==> src/rtl/mc_pkg.sv <==
// Shared encodings for the multi-cycle MIPS-subset control unit:
// state codes, opcode/funct values, ALU ops and datapath mux selectors.
package mc_pkg;

    localparam logic [3:0] S_FETCH  = 4'd0;
    localparam logic [3:0] S_DECODE = 4'd1;
    localparam logic [3:0] S_MEMADR = 4'd2;
    localparam logic [3:0] S_MEMRD  = 4'd3;
    localparam logic [3:0] S_MEMWB  = 4'd4;
    localparam logic [3:0] S_MEMWR  = 4'd5;
    localparam logic [3:0] S_REXEC  = 4'd6;
    localparam logic [3:0] S_RWB    = 4'd7;
    localparam logic [3:0] S_BRANCH = 4'd8;
    localparam logic [3:0] S_JUMP   = 4'd9;
    localparam logic [3:0] S_IEXEC  = 4'd10;
    localparam logic [3:0] S_IWB    = 4'd11;
    localparam logic [3:0] S_HALT   = 4'd15;

    localparam logic [5:0] OP_RTYPE = 6'h00;
    localparam logic [5:0] OP_J     = 6'h02;
    localparam logic [5:0] OP_BEQ   = 6'h04;
    localparam logic [5:0] OP_ADDI  = 6'h08;
    localparam logic [5:0] OP_LW    = 6'h23;
    localparam logic [5:0] OP_SW    = 6'h2B;

    localparam logic [5:0] FN_ADD = 6'h20;
    localparam logic [5:0] FN_SUB = 6'h22;
    localparam logic [5:0] FN_AND = 6'h24;
    localparam logic [5:0] FN_OR  = 6'h25;
    localparam logic [5:0] FN_XOR = 6'h26;

    localparam logic [2:0] ALU_ADD = 3'b000;
    localparam logic [2:0] ALU_SUB = 3'b001;
    localparam logic [2:0] ALU_AND = 3'b010;
    localparam logic [2:0] ALU_OR  = 3'b011;
    localparam logic [2:0] ALU_XOR = 3'b100;
    localparam logic [2:0] ALU_CMP = 3'b111;

    localparam logic [1:0] SRCB_B   = 2'd0;
    localparam logic [1:0] SRCB_4   = 2'd1;
    localparam logic [1:0] SRCB_SE  = 2'd2;
    localparam logic [1:0] SRCB_SE2 = 2'd3;

    localparam logic [1:0] PCS_ALU  = 2'd0;
    localparam logic [1:0] PCS_HOLD = 2'd1;
    localparam logic [1:0] PCS_JUMP = 2'd2;

    typedef struct packed {
        logic       pc_wr;
        logic       iord;
        logic       mem_read;
        logic       mem_write;
        logic       ir_write;
        logic       mem_to_reg;
        logic       reg_write;
        logic       reg_dst;
        logic       alu_src_a;
        logic [1:0] alu_src_b;
        logic [2:0] alu_op;
        logic [1:0] pc_source;
    } ctrl_t;

    // States whose exit back to FETCH retires an instruction.
    function automatic logic is_terminal(input logic [3:0] s);
        return (s == S_MEMWB) || (s == S_MEMWR) || (s == S_RWB) ||
               (s == S_BRANCH) || (s == S_JUMP) || (s == S_IWB);
    endfunction

endpackage

==> src/rtl/mc_alu_decode.sv <==
// R-type funct field to ALU operation; valid drops for unsupported funct.
module mc_alu_decode
    import mc_pkg::*;
(
    input  logic [5:0] funct,
    output logic [2:0] op,
    output logic       valid
);

    always_comb begin
        op    = ALU_ADD;
        valid = 1'b1;
        unique case (1'b1)
            (funct == FN_ADD): op = ALU_ADD;
            (funct == FN_SUB): op = ALU_SUB;
            (funct == FN_AND): op = ALU_AND;
            (funct == FN_OR):  op = ALU_OR;
            (funct == FN_XOR): op = ALU_XOR;
            default:           valid = 1'b0;
        endcase
    end

endmodule

==> src/rtl/mc_control_unit.sv <==
// Control FSM for the multi-cycle MIPS-subset datapath, with single-step,
// halt instruction, illegal-opcode trap and retired-instruction counter.
module mc_control_unit
    import mc_pkg::*;
#(
    parameter bit         ILLEGAL_TRAP = 1'b1,
    parameter int         CNT_W        = 16,
    parameter logic [5:0] HALT_OP      = 6'h3F
) (
    input  logic             clk,
    input  logic             reset,
    input  logic [5:0]       opcode,
    input  logic [5:0]       funct,
    input  logic             zero,
    input  logic             step_en,
    input  logic             step,
    output logic             PCWr,
    output logic             Iord,
    output logic             MemRead,
    output logic             MemWrite,
    output logic             IRwrite,
    output logic             MemtoReg,
    output logic             RegWrite,
    output logic             RegDst,
    output logic             ALUSrcA,
    output logic [1:0]       ALUSrcB,
    output logic [2:0]       Operation_ALU,
    output logic [1:0]       PCSource,
    output logic [3:0]       state,
    output logic             halted,
    output logic             illegal,
    output logic [CNT_W-1:0] instr_count
);

    logic [3:0] state_q;
    logic [3:0] state_d;
    logic       step_mode;
    logic       advance;
    logic       bad;
    logic       we_ok;
    logic [2:0] fn_op;
    logic       fn_valid;
    ctrl_t      ctl;

    mc_alu_decode u_alu_decode (
        .funct (funct),
        .op    (fn_op),
        .valid (fn_valid)
    );

    // step_en is registered so a change only affects the following cycle.
    assign advance = !step_mode || step;

    always_comb begin
        state_d = state_q;
        bad     = 1'b0;
        case (state_q)
            S_FETCH:  state_d = S_DECODE;
            S_DECODE: begin
                if (opcode == OP_LW || opcode == OP_SW) state_d = S_MEMADR;
                else if (opcode == OP_RTYPE)            state_d = S_REXEC;
                else if (opcode == OP_BEQ)              state_d = S_BRANCH;
                else if (opcode == OP_J)                state_d = S_JUMP;
                else if (opcode == OP_ADDI)             state_d = S_IEXEC;
                else if (opcode == HALT_OP)             state_d = S_HALT;
                else                                    bad     = 1'b1;
            end
            S_MEMADR: state_d = (opcode == OP_SW) ? S_MEMWR : S_MEMRD;
            S_MEMRD:  state_d = S_MEMWB;
            S_REXEC:  begin
                if (fn_valid) state_d = S_RWB;
                else          bad     = 1'b1;
            end
            S_IEXEC:  state_d = S_IWB;
            S_MEMWB, S_MEMWR, S_RWB,
            S_BRANCH, S_JUMP, S_IWB: state_d = S_FETCH;
            S_HALT:   state_d = S_HALT;
            default:  state_d = S_FETCH;
        endcase
        if (bad) state_d = ILLEGAL_TRAP ? S_HALT : S_FETCH;
    end

    always_ff @(posedge clk or posedge reset) begin
        if (reset) begin
            state_q     <= S_FETCH;
            step_mode   <= 1'b0;
            illegal     <= 1'b0;
            instr_count <= '0;
        end else begin
            step_mode <= step_en;
            if (advance) begin
                state_q <= state_d;
                if (bad && ILLEGAL_TRAP) illegal <= 1'b1;
                if (is_terminal(state_q))
                    instr_count <= instr_count + CNT_W'(1);
            end
        end
    end

    always_comb begin
        ctl = '0;
        case (state_q)
            S_FETCH: begin
                ctl.mem_read  = 1'b1;
                ctl.ir_write  = 1'b1;
                ctl.alu_src_b = SRCB_4;
                ctl.pc_source = PCS_ALU;
                ctl.pc_wr     = 1'b1;
            end
            S_DECODE: ctl.alu_src_b = SRCB_SE2;
            S_MEMADR, S_IEXEC: begin
                ctl.alu_src_a = 1'b1;
                ctl.alu_src_b = SRCB_SE;
            end
            S_MEMRD: begin
                ctl.iord     = 1'b1;
                ctl.mem_read = 1'b1;
            end
            S_MEMWB: begin
                ctl.mem_to_reg = 1'b1;
                ctl.reg_write  = 1'b1;
            end
            S_MEMWR: begin
                ctl.iord      = 1'b1;
                ctl.mem_write = 1'b1;
            end
            S_REXEC: begin
                ctl.alu_src_a = 1'b1;
                ctl.alu_src_b = SRCB_B;
                ctl.alu_op    = fn_op;
            end
            S_RWB: begin
                ctl.reg_dst   = 1'b1;
                ctl.reg_write = 1'b1;
            end
            S_BRANCH: begin
                ctl.alu_src_a = 1'b1;
                ctl.alu_op    = ALU_CMP;
                ctl.pc_source = PCS_HOLD;
                ctl.pc_wr     = zero;
            end
            S_JUMP: begin
                ctl.pc_source = PCS_JUMP;
                ctl.pc_wr     = 1'b1;
            end
            S_IWB: ctl.reg_write = 1'b1;
            default: ;
        endcase
    end

    // Write enables are suppressed during reset and on held step cycles.
    assign we_ok         = advance && !reset;
    assign PCWr          = ctl.pc_wr     && we_ok;
    assign IRwrite       = ctl.ir_write  && we_ok;
    assign RegWrite      = ctl.reg_write && we_ok;
    assign MemWrite      = ctl.mem_write && we_ok;
    assign Iord          = ctl.iord;
    assign MemRead       = ctl.mem_read;
    assign MemtoReg      = ctl.mem_to_reg;
    assign RegDst        = ctl.reg_dst;
    assign ALUSrcA       = ctl.alu_src_a;
    assign ALUSrcB       = ctl.alu_src_b;
    assign Operation_ALU = ctl.alu_op;
    assign PCSource      = ctl.pc_source;
    assign state         = state_q;
    assign halted        = (state_q == S_HALT);

endmodule

==> config.mk <==
export PLATFORM = sky130hd
export DESIGN_NAME = mc_control_unit
export DESIGN_NICKNAME = d
export VERILOG_FILES = /design/src/rtl/mc_pkg.sv /design/src/rtl/mc_alu_decode.sv /design/src/rtl/mc_control_unit.sv
export SDC_FILE = /design/constraint.sdc
export NUM_CORES = 1
export LEC_CHECK = 0
export ABC_AREA = 0
export CAP_MARGIN = 20
export CORE_AREA = 8 8 59 85
export CTS_CLUSTER_DIAMETER = 200
export CTS_CLUSTER_SIZE = 8
export DETAILED_ROUTE_END_ITERATION = 6
export DIE_AREA = 0 0 67 93
export GPL_TIMING_DRIVEN = 0
export PLACE_DENSITY = 0.73
export SLEW_MARGIN = 20
export SYNTH_ARGS = -nofsm -noshare
export SYNTH_HDL_FRONTEND = slang
export SYNTH_SLANG_ARGS = --single-unit
==> constraint.sdc <==
create_clock -name clk -period 1.54 [get_ports clk]
set_input_delay 0.154 -clock clk [delete_from_list [all_inputs] [get_ports clk]]
set_output_delay 0.154 -clock clk [all_outputs]
set_load 0.02 [all_outputs]
==> results of run 1 <==
==> cells in the mapped netlist (4+ instances only) <==
cell type and number:
o21ai_0 6, nand3_1 10, nor2_1 11, nor3_1 7, xor2_1 6, xnor2_1 13, nand4_1 4, nand2_1 11
dfrtp_1 22, buf_2 5, inv_1 4, nand2b_1 8, a21oi_1 5
==> worst max-delay path by stage <==
stage / end / slack, ps / depth (start not counted)
after floorplan: Operation_ALU[2] / -420 / 4
after global placement: PCWr / -1090 / 5
after detailed placement: PCWr / -1120 / 5
after CTS: Operation_ALU[2] / -700 / 6
after global routing: Operation_ALU[2] / -660 / 6
final: Operation_ALU[2] / -620 / 6
==> report_power, final <==
part           internal (mW)  switching, mW
combinational           1.79           1.72
sequential             0.721          0.176
clock                  0.347          0.185
total                   2.85           2.08
==> registers in the layout, summed over array words and instances, names as in the netlist <==
name and flops:
instr_count 16, state 4, illegal 1, step_mode 1
==> per-layer routing <==
| layer | vias up | global-route usage [%] | part of all wire [%] | routed length (µm) |
|---|---|---|---|---|
| li1 | 726 | - | - | - |
| met5 | - | 0 | 0 | 0 |
| met3 | 17 | 3.114 | 7.6 | 359 |
| met1 | 766 | 14.98 | 36 | 1695 |
| met4 | 0 | 4.904 | 3.3 | 155 |
| met2 | 59 | 24.98 | 53 | 2519 |
==> critical path, stage by stage (launching register included) <==
cell and delay (ps):
dfrtp_2 370, buf_6 120, nand2_4 40, or3_4 390
or4_4 470, o31ai_4 190, buf_6 150
==> kinds of logic (layout without fill, tap and decap cells) <==
group                      after synthesis  in the layout  share of synthesized area, %
muxes                                    2              2                         1.583
adders and majority gates                1              1                        0.8794
and+or+nand+nor                         70             70                         27.97
xor gates and xnor gates                19             19                         11.70
AOI/OAI and AO/OA                       26             26                         15.30
DFF                                     22             22                         38.70
buffers and inverters                   12            103                         3.869
==> per-stage QoR <==
| stage | area, µm² | total power, mW |
|---|---|---|
| 4_1_cts | 2450 | 4.352 |
| 3_3_place_gp | 2126 | 3.160 |
| 2_1_floorplan | 1529 | 2.338 |
| 5_1_grt | 2651 | 5.222 |
| 3_5_place_dp | 2126 | 3.183 |
| 6_report | 2651 | 4.937 |
==> area by class of cell <==
type                    count  area (µm²)
multi-input cells         118        1072
fillers                   278        1202
well taps                  45       56.30
repair inverters            1       5.005
repair buffers             87       790.8
clock buffers               3       41.29
plain buffers               7       81.33
inverters                   4       18.77
flip-flops and latches     22       555.5
clock inverters             1       30.03
==> what timing repair did <==
item / 4_1_cts / 5_1_grt
pin swaps: 27 / 21
hold buffers: 0 / 0
cloned: 1 / 0
buffers inserted: 18 / 16
setup endpoints to repair: 32 / 40
resized for setup: 108 / 37
==> impl_results.md, run 1 <==
* DR pass1 iterations at 4
* First-pass GRT wire length at 7.044 mm
* Leak at 1.195 nW
* Setup slack after layout at -615.8 ps
* Gr usage total at 13.81%
* Failing checks: setup timing
* Post-DP HPWL at 3.027 mm
* Reg2reg start: state[3]
* Row cnt at 28
* Register area share after synthesis at 38.70%
* # port buffers at 54
* Peak VDD IR at 1.500 mV
* Ys Warns at 0
* Post-synth EDFFs at 0
* Die Width at 67 µm
* RSZ-0062 raised after global routing: yes
* Post-placement cell count at 251
* Max_slew headroom at 64.65%
* TritonCTS clock tree: built
* Average wire per standard cell at 16.42 µm
* Worst-margin pin slew at 528.6 ps
* Crit start category: flip-flop
* Fin cells at 288
* N_diodes at 0
* Drt drc at 0
* Synth area leader: dfrtp_1
* Worst-Skew Late Latency at 260 ps
* Antenna-violating nets left at 0
* Top area cells in the synthesized netlist: dfrtp_1 39%, xnor2_1 8.0%, xor2_1 3.7%
* Total number of vias at 1568
* Nets at 262
* Crit Path Max Fanout at 4
* Required time of the worst setup path at 1390 ps
* Syn Area/Cell at 9.359 µm²
* Top_reg_cell synth: dfrtp_1
* Crit path from: state[2]
* CTS sink count at 22
* Max frequency at 463.9 MHz
* Outcome: finished with violations
* Vias in the first global route at 1569
* Reg clk slew, reported paths at 80 ps
* Place WS at -1124 ps
* Setup-failing EPs final at 32
* Io pins at 55
* CP Class: reg -> out
* Initial drt markers at 54
* Vias per inst at 5.444
* Setup tns final at -7032 ps
* Final period util at 140.0%
* Util after Layout at 68.80%
* Syn nets at 170
* Yosys reg bits at 22
* Die Area at 0.006231 mm²
* Commonest non-fill, non-tap cell in the layout: buf_4
* Worst Skew at 2.900 ps
* Mapped Area at 0.001423 mm²
* Yosys top cell area share at 38.70%
* Power Dens Cells at 1862 mW/mm²
* Worst Hold Depth at 1
* Max_cap viols at 0
* Final slew viol count at 0
* Worst reg-to-reg setup slack at -360 ps
* Largest net degree at the start of global routing at 14
* Syn Inst Count at 152
* Initial antenna violation count at 0
* Die height at 93 µm
* Crit path DAT at 2000 ps
* CORE AREA at 0.003854 mm²
* RR Endpoint: state[0]
* Yosys cell types at 44
* Share of cells above drive strength 1 at 46.50%
* Asr flop ratio synth at 100.0%
* Fin crit period at 2156 ps
* Final hold slack at 333.3 ps
* Initial Util at 36.92%
* Layout area overhead at 86.37%
* Gp weighted congestion at 0.8156
* Hold Path Sink: step_mode
* Hold crit path type: in -> reg
* Final WL at 4.729 mm
* H-tree level count at 1
* Min-delay src: step_en
* TritonCTS Buffers at 3
* Hold Vio Cnt, Final at 0
* GRT overflow at 0
* CTS Root Cell: clkbuf_8
* Worst r2r path cells at 7
* Crit. End Element: primary output
* Commonest non-fill, non-tap cells in the layout: 36 x buf_4, 27 x clkdlybuf4s50_1, 18 x dfrtp_1
* Max clock buf depth at 2
Note: power is estimated with default switching activity, not from simulation.
==> run 2, diff against run 1 <==
Settings changed: ABC_AREA 0 to 1, CORE_AREA 8 8 59 85 to 8 8 61 88, DIE_AREA 0 0 67 93 to 0 0 69 96, PLACE_DENSITY 0.73 to default, PLACE_DENSITY_LB_ADDON from default to 0.12.
==> run 2 against run 1 <==
The run still ends with setup timing left; fmax rose by 35%; clock skew about the same; power is 29% lower; routed wire length grew 4.7%; largest power group unchanged; utilization fell by 10 points; flip-flop and latch count is the same; clock-buffer cell count up 1; critical endpoint unchanged; sequential power decreased by 2.6%; register-to-register slack improved by 500 ps; die area up 6.3%; critical path type unchanged.
==> impl_results.md, run 2 <==
* Outcome: finished with violations
* Failing checks: setup timing
* CP max stage cell: dfrtp_2
* Average wire per standard cell at 13.17 µm (-20%)
* Setup slack after layout at -60.27 ps (+555.5 ps)
* Post-synth EDFFs at 0 (unchanged)
* Required time of the worst setup path at 1390 ps (about the same)
* Gp weighted congestion at 0.8146 (-0.12%)
* Number of flip-flops in the largest register at 16 (unchanged)
* Crit path from: state[3]
* Ys Warns at 0 (unchanged)
* Total number of vias at 1815 (+16%)
* Worst Skew at 2.858 ps (-0.04216 ps)
* Largest net degree at the start of global routing at 13 (-1)
* Post-DP HPWL at 3.626 mm (+20%)
* # port buffers at 54 (unchanged)
* Family with the most delay on the worst path: flip-flops
* FILL cells at 404 (+45%)
* Vias in the first global route at 1784 (+14%)
* Post-placement cell count at 359 (+43%)
* Fin crit period at 1600 ps (-555.5 ps)
* Final period util at 103.9% (-36 points)
* CORE AREA at 0.004136 mm² (+7.3%)
* Max frequency at 624.9 MHz (+35%)
* Register area share after synthesis at 33.98% (-4.7 points)
* Antenna-violating nets left at 0 (unchanged)
* WP buf/inv at 2 (unchanged)
* Asr flop ratio synth at 100.0% (unchanged)
* Max_cap viols at 0 (unchanged)
* Final hold slack at 310.2 ps (-23.10 ps)
* Top area cells in the synthesized netlist: dfrtp_1 34%, nand2_1 21%, nor2_1 12%
* H-tree level count at 1 (unchanged)
* Top_reg_cell synth: dfrtp_1
* CP Class: reg -> out
* RSZ-0062 raised after global routing: yes
* Delay of the slowest cell on the worst path at 460 ps (about the same)
* Crit path to: Operation_ALU[2]
* Crit. End Element: primary output
* Crit start category: flip-flop
* Max_slew headroom at 61.49% (-3.2 points)
* Hold crit path type: in -> reg
* Row cnt at 29 (+3.6%)
* Yosys cell types at 28 (-36%)
* Initial Util at 39.17% (+2.3 points)
* RR Endpoint: instr_count[8]
* Commonest non-fill, non-tap cell in the layout: nand2_1
* First-pass GRT wire length at 7.893 mm (+12%)
* Crit Path Max Fanout at 5 (+1)
* Final WL at 4.952 mm (+4.7%)
* Share of cells above drive strength 1 at 21.82% (-25 points)
* Hold Vio Cnt, Final at 0 (unchanged)
* Worst-Skew Late Latency at 280 ps (+20 ps)
* Io pins at 55 (unchanged)
* Yosys top cell area share at 33.98% (-4.7 points)
* Worst-margin pin slew at 574.5 ps (+45.92 ps)
* Initial drt markers at 37 (-31%)
* Drt drc at 0 (unchanged)
* Initial antenna violation count at 0 (unchanged)
* Setup-failing EPs final at 5 (-84%)
* Worst path depth at 6 (unchanged)
* CTS sink count at 22 (unchanged)
* Final slew viol count at 0 (unchanged)
* Fin cells at 376 (+31%)
* Max clock buf depth at 2 (unchanged)
* Die Area at 0.006624 mm² (+6.3%)
* Cell Chain, Critical Path: inv_2, nand2_4, nor2_4, nand2_2, o31ai_2, buf_4
* Nets at 349 (+33%)
* TritonCTS clock tree: built
* Synth area leader: dfrtp_1
* N_diodes at 0 (unchanged)
* Yosys reg bits at 22 (unchanged)
* Worst reg-to-reg setup slack at 140 ps (+500 ps)
* GRT overflow at 0 (unchanged)
* Syn nets at 277 (+63%)
* Gr usage total at 14.42% (+0.61 points)
* Power Dens Cells at 1453 mW/mm² (-22%)
* Reg clk slew, reported paths at 80 ps (about the same)
* Commonest non-fill, non-tap cells in the layout: 87 x nand2_1, 40 x nor2_1, 29 x clkdlybuf4s50_1
* CTS Root Cell: clkbuf_8
* Die height at 96 µm (+3.2%)
* Crit path DAT at 1450 ps (-550 ps)
* Worst r2r path cells at 7 (unchanged)
* Die Width at 69 µm (+3.0%)
* DR pass1 iterations at 4 (unchanged)
* Layout area overhead at 49.73%
* Leak at 1.323 nW (+11%)
* Syn Area/Cell at 6.256 µm² (-33%)
* Pwr Total at 3.525 mW (-29%)
* Synth cell count leaders: 92 x nand2_1, 50 x nor2_1, 34 x inv_1
* TritonCTS Buffers at 3 (unchanged)
* Peak VDD IR at 1.089 mV (-27%)
* Syn Inst Count at 259 (+70%)
* Reg2reg start: instr_count[0]
* Top-count cell post-synth: nand2_1
* Mapped Area at 0.001620 mm² (+14%)
* Largest Register: instr_count
* Vias per inst at 4.827 (-11%)
==> run 2: changes by cell type after synthesis, sizes merged, moves of 4 or more <==
cell,previous run,this run
inv,4,35
nand2b,8,0
nand3,11,16
xnor2,13,5
buf,7,2
nand2,11,95
nor2,11,52
nor4,5,0
a21oi,5,1
==> run 2: cells by family (layout without fill, tap and decap cells) <==
| family | Yosys count | in the layout | synth area share (%) |
|---|---|---|---|
| buffers and inverters | 37 | 108 | 9.111 |
| AOI/OAI and AO/OA | 12 | 12 | 4.247 |
| adders and majority gates | 1 | 1 | 0.7721 |
| DFF | 22 | 22 | 33.98 |
| xor gates and xnor gates | 11 | 11 | 5.946 |
| and+or+nand+nor | 176 | 176 | 45.95 |
==> run 2: final cells by class <==
type                            instances  area [µm²]  area share (%)
Buffer                                  2       16.27          0.6704
Clock buffer                            4       55.05           2.269
Inverter                               35       140.1           5.776
Multi-Input combinational cell        200        1008           41.57
Sequential cell                        22       554.3           22.85
Tap cell                               46       57.56           2.372
Timing Repair Buffer                   66       589.3           24.29
Timing Repair inverter                  1       5.005          0.2063
==> run 2: what timing repair did <==
item                                   in CTS  in global routing
pin swaps                                   4                  2
setup endpoints to repair                  19                 19
setup buffers                               7                  5
hold buffers                                0                  0
endpoints found under the hold margin       0                  0
cloned                                      1                  0
gates resized for setup                    95                 24
==> run 2: metrics by stage <==
stage	setup WS, ps	utilization (%)	instance area (µm²)	TNS, ps
floorplan	2.824	-	1630	0
global placement	-874.1	53.87	2228	-7561
detailed placement	-882.4	53.87	2228	-7765
CTS	-75.50	57.05	2360	-175.9
global route	-152.7	58.65	2426	-650.3
finish	-60.27	58.65	2426	-111.9
==> run 2: how the worst min path moves through the flow <==
| stage | startpoint | end | slack, ps | depth (start not counted) |
|---|---|---|---|---|
| after floorplan | reset | illegal | 150 | 1 |
| after global placement | illegal | illegal | 450 | 2 |
| after CTS | step_en | step_mode | 310 | 1 |
| after global routing | step_en | step_mode | 310 | 1 |
| after detailed placement | illegal | illegal | 450 | 2 |
| final | step_en | step_mode | 310 | 1 |
==> run 2: worst reg2reg max path: stages (launching register included) <==
cell	delay, ps
dfrtp_1	440
ha_1	210
inv_1	80
nor2_1	200
nand2_1	110
xor2_1	150
nand2_1	50
o21ai_1	60
==> run 2: power breakdown <==
group          switching, mW  total [mW]  internal [mW]
sequential             0.167       0.875          0.708
combinational           1.31        2.22          0.906
clock                  0.202       0.431          0.229
total                   1.68        3.53           1.84
==> run 2: routing by layer <==
layer / GRT usage [%] / share of wire (%) / up-vias
li1: - / - / 931
met1: 12.91 / 38 / 822
met2: 29.92 / 54 / 48
met3: 2.374 / 4.7 / 14
met4: 7.547 / 2.8 / 0
met5: 0 / 0 / -
